## config.mk

```make
export PLATFORM = sky130hd
export DESIGN_NAME = imem_loader_flat
export DESIGN_NICKNAME = d
export VERILOG_FILES = /design/src/rtl/imem_loader_pkg.sv /design/src/rtl/imem_loader_if.sv /design/src/rtl/imem_loader_byte_packer.sv /design/src/rtl/imem_loader.sv /design/src/flat_wrapper.sv
export SDC_FILE = /design/constraint.sdc
export NUM_CORES = 1
export LEC_CHECK = 0
export BUFFER_PORTS_ARGS = -buffer_cell sky130_fd_sc_hd__buf_2
export CAP_MARGIN = 0
export CORE_ASPECT_RATIO = 2
export CORE_MARGIN = 3
export CORE_UTILIZATION = 59
export DETAILED_ROUTE_END_ITERATION = 12
export PLACE_DENSITY = 0.8
export REMOVE_ABC_BUFFERS = 1
export SYNTH_ARGS = -nofsm -noshare
export SYNTH_HDL_FRONTEND = slang
export SYNTH_SLANG_ARGS = --single-unit
```

## constraint.sdc

```tcl
create_clock -name clk -period 3.85 [get_ports clk]
set_clock_uncertainty 0.05 [all_clocks]
set_input_delay 0.77 -clock clk [delete_from_list [all_inputs] [get_ports clk]]
set_output_delay 0.77 -clock clk [all_outputs]
set_load 0.05 [all_outputs]
```

## src/rtl/imem_loader_pkg.sv

```systemverilog
// Shared definitions for the instruction-memory loader.
// Holds the FSM state encoding and the byte/word widths used by the
// loader top level, its byte packer and its bus interface.
package imem_loader_pkg;
    localparam int BYTE_W = 8;
    localparam int WORD_W = 32;

    typedef enum logic [1:0] {
        IDLE  = 2'd0,
        LOAD  = 2'd1,
        WRITE = 2'd2,
        DONE  = 2'd3
    } state_t;
endpackage

```

## src/rtl/imem_loader_if.sv

```systemverilog
// Bus bundle between the loader and its controller, the byte source and the
// instruction ROM write port.
//   start/len              : load request (len sampled on start)
//   byte_in/valid/ready    : byte stream handshake
//   we/waddr/wdata         : ROM write port (registered)
//   cpu_hold/busy/done     : status towards the CPU and controller
// master: stream source / controller side.  slave: the loader.
interface imem_loader_if #(parameter int width = 5);
    import imem_loader_pkg::*;

    logic               start;
    logic [width:0]     len;
    logic [BYTE_W-1:0]  byte_in;
    logic               byte_valid;
    logic               byte_ready;
    logic               we;
    logic [width-1:0]   waddr;
    logic [WORD_W-1:0]  wdata;
    logic               cpu_hold;
    logic               busy;
    logic               done;

    modport master (
        output start, len, byte_in, byte_valid,
        input  byte_ready, we, waddr, wdata, cpu_hold, busy, done
    );

    modport slave (
        input  start, len, byte_in, byte_valid,
        output byte_ready, we, waddr, wdata, cpu_hold, busy, done
    );
endinterface

```

## src/rtl/imem_loader_byte_packer.sv

```systemverilog
// Packs a byte stream little-endian into 32-bit words.
//   clk, CLR   : clock, asynchronous active-high reset
//   byte_in    : incoming byte
//   take       : byte_in is consumed this cycle
//   clear      : drop any partial word and restart at lane 0
//   word       : assembled word including the byte being taken this cycle
//   word_full  : this take fills lane 3, so word is complete now
module imem_loader_byte_packer
    import imem_loader_pkg::*;
(
    input  logic              clk,
    input  logic              CLR,
    input  logic [BYTE_W-1:0] byte_in,
    input  logic              take,
    input  logic              clear,
    output logic [WORD_W-1:0] word,
    output logic              word_full
);
    logic [1:0]        lane;
    logic [WORD_W-1:0] asm_q;

    // Merge the byte being taken so the caller can register the complete
    // word on the same edge as the 4th handshake.
    always_comb begin
        word = asm_q;
        for (int k = 0; k < 4; k++) begin
            if (take && lane == 2'(k)) word[k*BYTE_W +: BYTE_W] = byte_in;
        end
        word_full = take && (lane == 2'd3);
    end

    always_ff @(posedge clk or posedge CLR) begin
        if (CLR) begin
            lane  <= 2'd0;
            asm_q <= '0;
        end else if (clear) begin
            lane  <= 2'd0;
            asm_q <= '0;
        end else if (take) begin
            lane  <= lane + 2'd1;   // wraps to lane 0 after a full word
            asm_q <= word;
        end
    end
endmodule

```

## src/rtl/imem_loader.sv

```systemverilog
// Write side of the instruction ROM. Takes a byte stream, packs it into
// little-endian words and writes them to word addresses 0..len-1, holding
// the CPU in reset (cpu_hold) for the duration of the load.
//   clk  : clock
//   CLR  : asynchronous active-high reset
//   bus  : imem_loader_if slave (request, byte stream, ROM write, status)
module imem_loader
    import imem_loader_pkg::*;
#(
    parameter int width = 5
) (
    input  logic          clk,
    input  logic          CLR,
    imem_loader_if.slave  bus
);
    localparam logic [width:0] DEPTH = {1'b1, {width{1'b0}}};

    state_t            state_q, state_d;
    logic [width:0]    target_q, wcnt_q, wcnt_inc;
    logic [width-1:0]  waddr_q;
    logic [WORD_W-1:0] wdata_q, word;
    logic              we_q, take, full, idle_like, load_go;

    assign idle_like = (state_q == IDLE) || (state_q == DONE);
    assign load_go   = idle_like && bus.start && (bus.len != '0);
    assign take      = (state_q == LOAD) && bus.byte_valid;
    assign wcnt_inc  = wcnt_q + 1'b1;

    imem_loader_byte_packer u_packer (
        .clk       (clk),
        .CLR       (CLR),
        .byte_in   (bus.byte_in),
        .take      (take),
        .clear     (load_go),
        .word      (word),
        .word_full (full)
    );

    always_comb begin
        state_d = state_q;
        case (state_q)
            IDLE, DONE: if (bus.start) state_d = (bus.len == '0) ? DONE : LOAD;
            LOAD:       if (full) state_d = WRITE;
            WRITE:      state_d = (wcnt_inc == target_q) ? DONE : LOAD;
            default:    state_d = IDLE;
        endcase
    end

    always_ff @(posedge clk or posedge CLR) begin
        if (CLR) begin
            state_q  <= IDLE;
            target_q <= '0;
            wcnt_q   <= '0;
            waddr_q  <= '0;
            wdata_q  <= '0;
            we_q     <= 1'b0;
        end else begin
            state_q <= state_d;
            // we is high exactly for the WRITE cycle that follows the 4th byte
            we_q    <= full;
            if (full) wdata_q <= word;
            if (load_go) begin
                // Clamp so waddr can never wrap past the end of the ROM
                target_q <= (bus.len > DEPTH) ? DEPTH : bus.len;
                wcnt_q   <= '0;
                waddr_q  <= '0;
            end else if (state_q == WRITE) begin
                wcnt_q <= wcnt_inc;
                if (wcnt_inc != target_q) waddr_q <= waddr_q + 1'b1;
            end
        end
    end

    assign bus.byte_ready = (state_q == LOAD);
    assign bus.busy       = (state_q == LOAD) || (state_q == WRITE);
    assign bus.cpu_hold   = bus.busy;
    assign bus.done       = (state_q == DONE);
    assign bus.we         = we_q;
    assign bus.waddr      = waddr_q;
    assign bus.wdata      = wdata_q;
endmodule
```

## src/flat_wrapper.sv

```systemverilog
// flat-port wrapper written by rule: the top's interface ports become plain ports
module imem_loader_flat import imem_loader_pkg::*;
#(
    parameter int width = 5
)
  (clk, CLR, bus_start, bus_len, bus_byte_in, bus_byte_valid, bus_byte_ready, bus_we, bus_waddr, bus_wdata, bus_cpu_hold, bus_busy, bus_done);
  imem_loader_if #(.width(width)) bus_i ();
  input  logic clk;
  input  logic CLR;
  input wire logic [$bits(bus_i.start)-1:0] bus_start;
  input wire logic [$bits(bus_i.len)-1:0] bus_len;
  input wire logic [$bits(bus_i.byte_in)-1:0] bus_byte_in;
  input wire logic [$bits(bus_i.byte_valid)-1:0] bus_byte_valid;
  output wire logic [$bits(bus_i.byte_ready)-1:0] bus_byte_ready;
  output wire logic [$bits(bus_i.we)-1:0] bus_we;
  output wire logic [$bits(bus_i.waddr)-1:0] bus_waddr;
  output wire logic [$bits(bus_i.wdata)-1:0] bus_wdata;
  output wire logic [$bits(bus_i.cpu_hold)-1:0] bus_cpu_hold;
  output wire logic [$bits(bus_i.busy)-1:0] bus_busy;
  output wire logic [$bits(bus_i.done)-1:0] bus_done;
  assign bus_i.start = bus_start;
  assign bus_i.len = bus_len;
  assign bus_i.byte_in = bus_byte_in;
  assign bus_i.byte_valid = bus_byte_valid;
  assign bus_byte_ready = bus_i.byte_ready;
  assign bus_we = bus_i.we;
  assign bus_waddr = bus_i.waddr;
  assign bus_wdata = bus_i.wdata;
  assign bus_cpu_hold = bus_i.cpu_hold;
  assign bus_busy = bus_i.busy;
  assign bus_done = bus_i.done;
  imem_loader #(.width(width)) u_core (.clk(clk), .CLR(CLR), .bus(bus_i));
endmodule
```

==> metrics.md, run 1 <==
| Metric | Value |
|---|---|
| Yosys warning total | 0 |
| Slowest stage cell, crit path | dfrtp_1 |
| CTS tree | built |
| Sequential fraction of design power | 38.9% |
| Core region area | 0.00552 sq mm |
| Pre-antenna DRT Iters | 4 |
| Critical path buffers and inverters | 3 |
| Final hold violation count | 0 |
| Root buf cell | clkbuf_8 |
| Post-synth top cells | 78 x dfrtp_1, 67 x nand2_1, 35 x nor2_1 |
| Power, Total | 3.15 mW |
| Util after Layout | 71.0% |
| I/O Pins | 60 |
| Flops & latches, synth | 78 |
| Mapped Cells | 333 |
| Synth async-reset ratio | 100% |
| Max-slew headroom | 49.4% |
| Max_cap viols | 0 |
| Initial antenna violation count | 0 |
| Die W | 59.8 um |
| Antenna cells | 0 |
| Min Tclk post-route | 2.37 ns |
| Post-CTS setup buffers | 0 |
| Cells after DPL | 438 |
| Internal Power | 1.69 mW |
| GRT Total Usage | 23.2% |
| Number of cell rows | 38 |
| Static leakage | 2.16 nW |
| Worst Path Arrival | 1.55 ns |
| Setup CP Type | reg -> out |
| Post-DP HPWL | 5.08 mm |
| Post-synth top area share | 57.1% |
| # setup viols final | 0 |
| Hold WS | 0.428 ns |
| Worst Hold Class | reg -> reg |
| DRC | 0 |
| Die ar. | 0.00680 sq mm |
| Vias | 2519 |
| First-pass GRT wire length | 11.8 mm |
| Worst Tran Pin Value | 0.759 ns |
| Top_reg_cell synth | dfrtp_1 |
| Clock power share | 16.3% |
| Post_cts resized | 0 |
| Maximum clock rate | 423 MHz |
| Cts bufs inserted | 9 |
| Max VDD drop | 0.000698 V |
| CP cell instances | inv_1 > ha_1 > inv_1 > buf_2 |
| Final cell count without fillers | 454 |
| GR Overflow Total | 0 |
| Worst path most repeated cell | inv_1 |
| Fraction of layout cells with a size suffix above 1 | 21.3% |
| Pin count of the biggest net entering global routing | 40 |
| 1st-iter DRT viols | 83 |
| Setup tns final | 0 ns |
| Worst Path Max Fanout | 5 |
| Post-synth EDFFs | 0 |
| Mapped cell area | 0.00342 sq mm |
| Hold buffers post-CTS | 0 |
| Drt via density | 5.55 |
| Max clock buf depth | 2 |
| CP top delay family | flip-flops |
| WP data required | 3.03 ns |
| RSZ-0062 raised after global routing | no |
| Combinational Power Share | 44.8% |
| Final #Nets | 417 |
| Avg Inst Size Synth | 10.3 sq um |
| Seq/Total Area, Yosys | 57.1% |
| Post-route clock period utilization | 61.5% |
| Synth-to-Final Area Change | 14.5% |
| Routed WL | 7.01 mm |
| Most common cell in the netlist | dfrtp_1 |
| Chip height | 114 um |
| Outcome | completed |
| Power Density | 804 mW/mm^2 |
| Routed len/inst | 15.4 um |
| Net Switching | 1.46 mW |
| Antenna viol nets, final | 0 |
| Top cells by area, synth | dfrtp_1 57%, mux2i_1 8.2%, nand2_1 7.4%, o21ai_0 4.8%, nor2_1 3.8% |
| Clk pin slew, worst setup/hold paths | 0.07 ns |
| Synth area leader | dfrtp_1 |
| Clk_lat worst skew | 0.35 ns |
| Routability congestion estimate | 0.892 |
| Slew Viols, Final | 0 |
| CP endpoint kind | output pin |
| Sw frac | 46.3% |
| Initial Util | 62.0% |
| Number of global-route vias before repair | 2607 |
| CTS Sinks | 78 |
| CP Launch Type | flip-flop |
| CP peak stage delay | 0.42 ns |
| # H-tree levels | 3 |
| Count of cell types in the netlist | 32 |
| IO Port Bufs | 59 |
## final cells by class
class | count | area (sq um)
inverter | 9 | 33.8
fill | 437 | 1600
sequential | 78 | 1950
tap | 60 | 75.1
timing repair buffer | 63 | 325
clock buffer | 13 | 139
multi-input combinational | 228 | 1370
clock inverter | 3 | 21.3
## power by group through the flow
stage / Clock (mW) / Sequential (mW) / Combinational [mW]
floorplan: 0 / 1.58 / 0.714
global placement: 0 / 1.23 / 1.38
detailed placement: 0 / 1.24 / 1.42
CTS: 0.527 / 1.22 / 1.42
global route: 0.561 / 1.26 / 1.54
finish: 0.513 / 1.22 / 1.41
## sequential cells by signal (all words and copies together) (netlist names)
name                   cells
u_core.bus.wdata          32
u_core.u_packer.asm_q     24
u_core.bus.waddr           5
u_core.state_q             2
u_core.target_q            6
u_core.u_packer.lane       2
u_core.bus.we              1
u_core.wcnt_q              6
## kinds of logic (layout without fill, tap and decap cells)
group           Yosys count  in the layout  share of synthesized area, %
compound gates           48             48                          8.67
fa+ha+maj                10             10                          3.66
flops                    78             78                          57.1
mux                      28             28                          8.20
buf+inv                  27             88                          3.07
xor+xnor                 12             12                          3.07
simple gates            130            130                          16.2
## cell usage in the layout (no fill, tap or decap)
cell type    n
dfrtp_1     78
nand2_1     67
buf_2       59
nor2_1      35
o21ai_0     33
mux2i_1     28
ha_1        10
nand3_1      9
clkbuf_8     9
nand2b_1     7
inv_1        7
xnor2_1      7
a21oi_1      6
xor2_1       5
clkbuf_1     4
buf_4        4
nand4_1      3
and2_2       2
a2111o_1     2
nor4_1       1
and3_1       1
and2_1       1
nand3_2      1
clkinv_1     1
a21boi_0     1
o22ai_1      1
a211o_1      1
nand2_2      1
nor4b_1      1
a31o_2       1
or3_4        1
a2111oi_4    1
a311oi_1     1
inv_2        1
a21boi_2     1
clkinvlp_4   1
clkinv_2     1
clkinv_4     1
## worst min-delay path, delay by kind of cell, from the launching register on
| family | cells | cell delay, ns |
|---|---|---|
| flops | 1 | 0.34 |
| simple gates | 2 | 0.10 |
## through the flow
stage | worst slack [ns] | cell area (sq um)
2_1_floorplan | 1.03 | 3350
3_3_place_gp | 1.55 | 3750
3_5_place_dp | 1.53 | 3750
4_1_cts | 1.47 | 3910
5_1_grt | 1.41 | 3910
6_report | 1.48 | 3910
## worst paths after layout
check                      cells past startpoint  slack [ns]                   end                 start
hold / removal                                 2        0.43  u_core.bus.wdata[30]  u_core.bus.wdata[30]
min in group asynchronous                      2        0.49   u_core.bus.waddr[3]                   CLR
setup / recovery                               4        1.48              bus_busy     u_core.state_q[0]
hold reg to reg                                2        0.43  u_core.bus.wdata[30]  u_core.bus.wdata[30]
max in group asynchronous                      3        2.42  u_core.bus.wdata[19]                   CLR
setup reg to reg                               6        1.70     u_core.state_q[1]      u_core.wcnt_q[0]
## layer usage
layer | track usage (%) | routed length (um)
met4 | 11.5 | 188
met2 | 38.7 | 3720
met3 | 4.53 | 306
met1 | 27.7 | 2790
met5 | 0 | 0
(Power assumes the default switching activity.)
==> run 2: changes to the inputs <==
--- a/config.mk
+++ b/config.mk
@@ -9,9 +9,9 @@
 export CAP_MARGIN = 0
 export CORE_ASPECT_RATIO = 2
 export CORE_MARGIN = 3
-export CORE_UTILIZATION = 59
+export CORE_UTILIZATION = 50
 export DETAILED_ROUTE_END_ITERATION = 12
-export PLACE_DENSITY = 0.8
+export PLACE_DENSITY = 0.72
 export REMOVE_ABC_BUFFERS = 1
 export SYNTH_ARGS = -nofsm -noshare
 export SYNTH_HDL_FRONTEND = slang
==> constraint.sdc (replaced) <==
create_clock -name clk -period 2.1 [get_ports clk]
set_clock_uncertainty 0.05 [all_clocks]
set_input_delay 0.42 -clock clk [delete_from_list [all_inputs] [get_ports clk]]
set_output_delay 0.42 -clock clk [all_outputs]
set_load 0.05 [all_outputs]
==> run 2 against run 1 <==
Effect of this change:
- worst setup slack got worse by 1.4 ns
- sequential power increased by 83%
- clock-buffer cell count decreased by 2
- core utilization decreased by 8.0 points
- clock power increased to 3.0 times the previous value
- total power increased by 100%
- combinational power increased by 87%
==> metrics.md, run 2 (synthesized netlist as in run 1, its figures left out) <==
| Metric | Value |
|---|---|
| Die ar. | 0.00793 sq mm (+17%) |
| CP cell instances | inv_1 > ha_1 > buf_2 |
| CP top delay family | buffers and inverters |
| CP peak stage delay | 0.41 ns (about the same) |
| Max-slew headroom | 69.4% (+20 points) |
| CP endpoint kind | output pin |
| Power Density | 1540 mW/mm^2 (+92%) |
| Post-route clock period utilization | 94.9% |
| Max VDD drop | 0.000990 V (+42%) |
| Antenna cells | 0 (unchanged) |
| DRC | 0 (unchanged) |
| # H-tree levels | 3 (unchanged) |
| Root buf cell | clkbuf_16 |
| Number of global-route vias before repair | 2536 (-2.7%) |
| R2R Path End | u_core.bus.waddr[4] |
| Power, Total | 6.42 mW (+100%) |
| Max clock buf depth | 2 (unchanged) |
| Max_cap viols | 0 (unchanged) |
| # setup viols final | 0 (unchanged) |
| Hold buffers post-CTS | 0 (unchanged) |
| Synth-to-Final Area Change | 21.8% |
| 1st-iter DRT viols | 194 (+130%) |
| Antenna viol nets, final | 0 (unchanged) |
| CTS tree | built |
| Clk pin slew, worst setup/hold paths | 0.06 ns (about the same) |
| Worst Hold Class | in -> async |
| Maximum clock rate | 502 MHz |
| Initial antenna violation count | 0 (unchanged) |
| Slowest stage cell, crit path | dfrtp_1 |
| Filler cells | 560 (+28%) |
| Critical path buffers and inverters | 2 (-1) |
| WP data required | 1.63 ns (-1.40 ns) |
| Worst Path Max Fanout | 9 (+4) |
| Slew Viols, Final | 0 (unchanged) |
| Static leakage | 2.26 nW (+4.7%) |
| Util after Layout | 62.9% (-8.0 points) |
| Setup CP Type | reg -> out |
| CP Launch Type | flip-flop |
| Routability congestion estimate | 0.760 (-15%) |
| Fraction of layout cells with a size suffix above 1 | 24.1% (+2.8 points) |
| Worst Tran Pin Value | 0.459 ns (-0.300 ns) |
| Origin of the critical flop-to-flop path | u_core.wcnt_q[0] |
| Most frequent cells in the layout | 77 x dfrtp_1, 67 x nand2_1, 59 x buf_2 |
| Number of cell rows | 42 (+11%) |
| GR Overflow Total | 0 (unchanged) |
| Pre-antenna DRT Iters | 5 (+1) |
| Cts bufs inserted | 9 (unchanged) |
| Worst Path Arrival | 1.52 ns (-0.03 ns) |
| GRT Total Usage | 19.7% (-3.5 points) |
| Post-DP HPWL | 4.87 mm (-4.2%) |
| I/O Pins | 60 (unchanged) |
| RSZ-0062 raised after global routing | no |
| Drt via density | 5.18 (-6.7%) |
| Number of flip-flops in the largest register | 32 (unchanged) |
| CTS Sinks | 78 (unchanged) |
| Min Tclk post-route | 1.99 ns |
| Commonest non-fill, non-tap cell in the layout | dfrtp_1 |
| Pin count of the biggest net entering global routing | 79 (+98%) |
| Final hold violation count | 0 (unchanged) |
| Vias | 2537 (+0.71%) |
| Routed len/inst | 14.2 um (-8.2%) |
| Initial Util | 51.6% (-10 points) |
| First-pass GRT wire length | 11.8 mm (+0.18%) |
| Clk_lat worst skew | 0.34 ns (about the same) |
| Outcome | completed |
| Chip height | 123 um (+8.2%) |
| Core region area | 0.00662 sq mm (+20%) |
| Worst R2R Setup Slack | 0.11 ns (-1.59 ns) |
| FF-to-FF path depth | 6 (unchanged) |
| Die W | 64.5 um (+7.8%) |
| IO Port Bufs | 59 (unchanged) |
| Setup tns final | 0 ns (unchanged) |
| Final #Nets | 425 (+1.9%) |
| Routed WL | 6.95 mm (-0.87%) |
[run 2: changes by cell type in the layout (fill, tap and decap cells not counted), sizes merged]
cell | before | now
bufinv | 0 | 1
buf | 63 | 71
clkbuf | 13 | 11
clkinvlp | 1 | 2
[run 2: cell type report]
cell class	count	area [sq um]	share of cell area, %
sequential	78	1950	46.9
clock inverter	5	58.8	1.41
clock buffer	11	243	5.83
tap	88	110	2.64
multi-input combinational	228	1370	32.9
timing repair buffer	71	398	9.55
inverter	9	33.8	0.811
[run 2: per-layer routing]
layer | wire, um | part of all wire (%) | track usage, % | vias up
met2 | 3820 | 55 | 35.6 | 66
li1 | - | - | - | 1231
met5 | 0 | 0 | 0 | -
met1 | 2660 | 38 | 21.5 | 1229
met4 | 125 | 1.8 | 8.34 | 0
met3 | 347 | 5.0 | 5.27 | 11
[run 2: how the worst max path moves through the flow]
stage                                 start              endpoint  slack [ns]  depth (start not counted)
after CTS                  u_core.wcnt_q[0]   u_core.bus.waddr[4]        0.03                          6
after floorplan           u_core.state_q[1]  u_core.bus.wdata[24]       -0.65                          6
after detailed placement   u_core.wcnt_q[0]   u_core.bus.waddr[4]        0.05                          6
after global placement     u_core.wcnt_q[0]   u_core.bus.waddr[4]        0.11                          6
after global routing       u_core.wcnt_q[0]   u_core.bus.waddr[4]       0.009                          6
final                     u_core.state_q[1]        bus_byte_ready        0.11                          3
[run 2: power breakdown]
group,switching [mW],internal [mW]
clock network,0.602,0.952
logic,1.88,0.748
registers,0.256,1.98
[run 2: repair_timing]
action	in CTS	in global routing
resized for setup	0	2
buffers inserted	0	1
setup endpoints to repair	0	5
[run 2: through the flow]
stage	hold WS [ns]	cell area (sq um)	std cells	setup WS [ns]
global placement	0.404	3850	473	0.114
CTS	0.131	4160	489	0.0333
global route	0.146	4170	490	0.00934
floorplan	0.417	3350	315	-0.647
finish	0.111	4170	490	0.106
detailed placement	0.407	3850	473	0.0481
[run 2: worst register-to-register path: stages, from the launching register on]
cell      delay (ns)
dfrtp_2         0.45
ha_2            0.23
and2_2          0.20
a211o_1         0.29
a31o_2          0.26
a2111o_1        0.37
o21ai_0         0.08
==> run 3: changes to the inputs <==
--- a/config.mk
+++ b/config.mk
@@ -9,9 +9,10 @@
 export CAP_MARGIN = 0
 export CORE_ASPECT_RATIO = 2
 export CORE_MARGIN = 3
-export CORE_UTILIZATION = 50
+export CORE_UTILIZATION = 52
+export CTS_BUF_LIST = sky130_fd_sc_hd__clkbuf_4
 export DETAILED_ROUTE_END_ITERATION = 12
-export PLACE_DENSITY = 0.72
+export PLACE_DENSITY = 0.75
 export REMOVE_ABC_BUFFERS = 1
 export SYNTH_ARGS = -nofsm -noshare
 export SYNTH_HDL_FRONTEND = slang
==> run 3 against run 2 <==
Effect of this change:
- non-clock buffer count decreased by 1
- worst hold slack got worse by 0.076 ns
- critical path depth increased by 1
==> metrics.md, run 3 (synthesized netlist as in run 1, its figures left out) <==
| Metric | Value |
|---|---|
| DRC | 0 (unchanged) |
| Cts bufs inserted | 9 (unchanged) |
| DP Area | 0.00385 sq mm (about the same) |
| Pin count of the biggest net entering global routing | 79 (unchanged) |
| Most frequent cells in the layout | 77 x dfrtp_1, 67 x nand2_1, 56 x buf_2 |
| Chip height | 121 um (-1.8%) |
| Post-route clock period utilization | 95.0% (about the same) |
| Initial antenna violation count | 1 (+1) |
| CP endpoint kind | output pin |
| Pre-CTS WS | 0.103 ns (+0.0548 ns) |
| Util after Layout | 63.3% (+0.33 points) |
| Fraction of layout cells with a size suffix above 1 | 24.2% (+0.060 points) |
| Vias | 2534 (-0.12%) |
| Core region area | 0.00636 sq mm (-3.9%) |
| Clk pin slew, worst setup/hold paths | 0.11 ns (+0.05 ns) |
| Number of cell rows | 41 (-2.4%) |
| # H-tree levels | 3 (unchanged) |
| 1st-iter DRT viols | 150 (-23%) |
| IO Port Bufs | 59 (unchanged) |
| Die W | 63.3 um (-1.8%) |
| Min Tclk post-route | 1.99 ns (+0.000925 ns) |
| I/O Pins | 60 (unchanged) |
| Hold buffers post-CTS | 0 (unchanged) |
| Maximum clock rate | 501 MHz (about the same) |
| RSZ-0062 raised after global routing | no |
| Worst R2R Setup Slack | 0.15 ns (+0.04 ns) |
| Die ar. | 0.00764 sq mm (-3.6%) |
| Origin of the critical flop-to-flop path | u_core.wcnt_q[1] |
| Setup CP Type | reg -> out |
| Worst Hold Class | in -> async |
| Number of flip-flops in the largest register | 32 (unchanged) |
| Number of global-route vias before repair | 2515 (-0.83%) |
| First-pass GRT wire length | 11.5 mm (-3.0%) |
| Worst Tran Pin Value | 0.500 ns (+0.0412 ns) |
| Max_cap viols | 0 (unchanged) |
| Commonest non-fill, non-tap cell in the layout | dfrtp_1 |
| Final #Nets | 424 (-0.24%) |
| Worst Path Arrival | 1.52 ns (about the same) |
| Initial Util | 53.8% (+2.1 points) |
| Antenna viol nets, final | 0 (unchanged) |
| GR Overflow Total | 0 (unchanged) |
| Routability congestion estimate | 0.766 (+0.75%) |
| CP Capture Point | bus_busy |
| FF-to-FF path depth | 6 (unchanged) |
| Post-DP HPWL | 4.83 mm (-0.83%) |
| Root buf cell | clkbuf_4 |
| Routed WL | 6.69 mm (-3.7%) |
| CTS Sinks | 78 (unchanged) |
| Power Density | 1460 mW/mm^2 (-5.4%) |
| Pre-antenna DRT Iters | 5 (unchanged) |
| Power, Total | 5.87 mW (-8.6%) |
| Final instance area | 0.00402 sq mm (-3.4%) |
| R2R Path End | u_core.bus.waddr[2] |
| GRT Total Usage | 19.4% (-0.39 points) |
| Setup crit start | u_core.state_q[0] |
| Synth-to-Final Area Change | 17.7% |
| # setup viols final | 0 (unchanged) |
| Max VDD drop | 0.00128 V (+29%) |
| Routed len/inst | 13.7 um (-3.3%) |
| CTS tree | built |
| Max-slew headroom | 66.7% (-2.7 points) |
| WP data required | 1.63 ns (about the same) |
| Final Worst Setup Slack | 0.105 ns (-0.000925 ns) |
| Worst Path Max Fanout | 5 (-4) |
| Slew Viols, Final | 0 (unchanged) |
| CP Launch Type | flip-flop |
| Clk_lat worst skew | 0.40 ns (+0.06 ns) |
| Setup tns final | 0 ns (unchanged) |
| Max clock buf depth | 2 (unchanged) |
| Final hold violation count | 0 (unchanged) |
| Outcome | completed |
| Static leakage | 2.21 nW (-2.5%) |
| Drt via density | 5.19 (+0.29%) |
==> run 3: worst max-delay path: stages (launching register included) <==
cell and delay, ns:
dfrtp_2 0.42, inv_1 0.06, ha_1 0.35, inv_1 0.10, buf_4 0.20
==> run 3: how the worst min path moves through the flow <==
| stage | startpoint | to | slack, ns |
|---|---|---|---|
| 6_report | CLR | u_core.target_q[1] | 0.03 |
| 5_1_grt | CLR | u_core.u_packer.asm_q[8] | 0.03 |
| 4_1_cts | CLR | u_core.bus.wdata[30] | 0.02 |
| 3_5_place_dp | u_core.bus.wdata[30] | u_core.bus.wdata[30] | 0.42 |
| 3_3_place_gp | u_core.bus.wdata[27] | u_core.bus.wdata[27] | 0.40 |
| 2_1_floorplan | u_core.target_q[5] | u_core.target_q[5] | 0.42 |
==> run 3: report_power, final <==
part / total (mW) / internal (mW) / switching (mW) / leakage, nW
logic: 2.66 / 0.778 / 1.89 / 1.06
clock network: 0.978 / 0.503 / 0.475 / 0.0883
registers: 2.22 / 1.97 / 0.254 / 1.06
==> run 3: per-layer routing <==
layer | part of all wire, % | up-vias | GRT usage [%]
li1 | - | 1231 | -
met1 | 38 | 1220 | 21.3
met2 | 55 | 74 | 34.2
met3 | 4.5 | 9 | 4.46
met4 | 1.9 | 0 | 9.74
met5 | 0 | - | 0
==> run 3: per-stage QoR <==
stage / instances / hold WS, ns
floorplan: 315 / 0.417
global placement: 471 / 0.403
detailed placement: 471 / 0.415
CTS: 487 / 0.0241
global route: 488 / 0.0299
finish: 488 / 0.0344
==> run 3: cell type report <==
cell class,instances,area (sq um)
diodes,1,2.50
clock buffers,11,82.6
clock inverters,5,73.8
fillers,567,2340
inverters,9,33.8
multi-input cells,228,1370
flip-flops and latches,78,1950
well taps,86,108
repair buffers,70,398
==> run 3: what timing repair did <==
item                       CTS  global route
resized for setup            1             7
setup endpoints to repair    3             6
setup buffers                0             0
pin swaps                    0             1
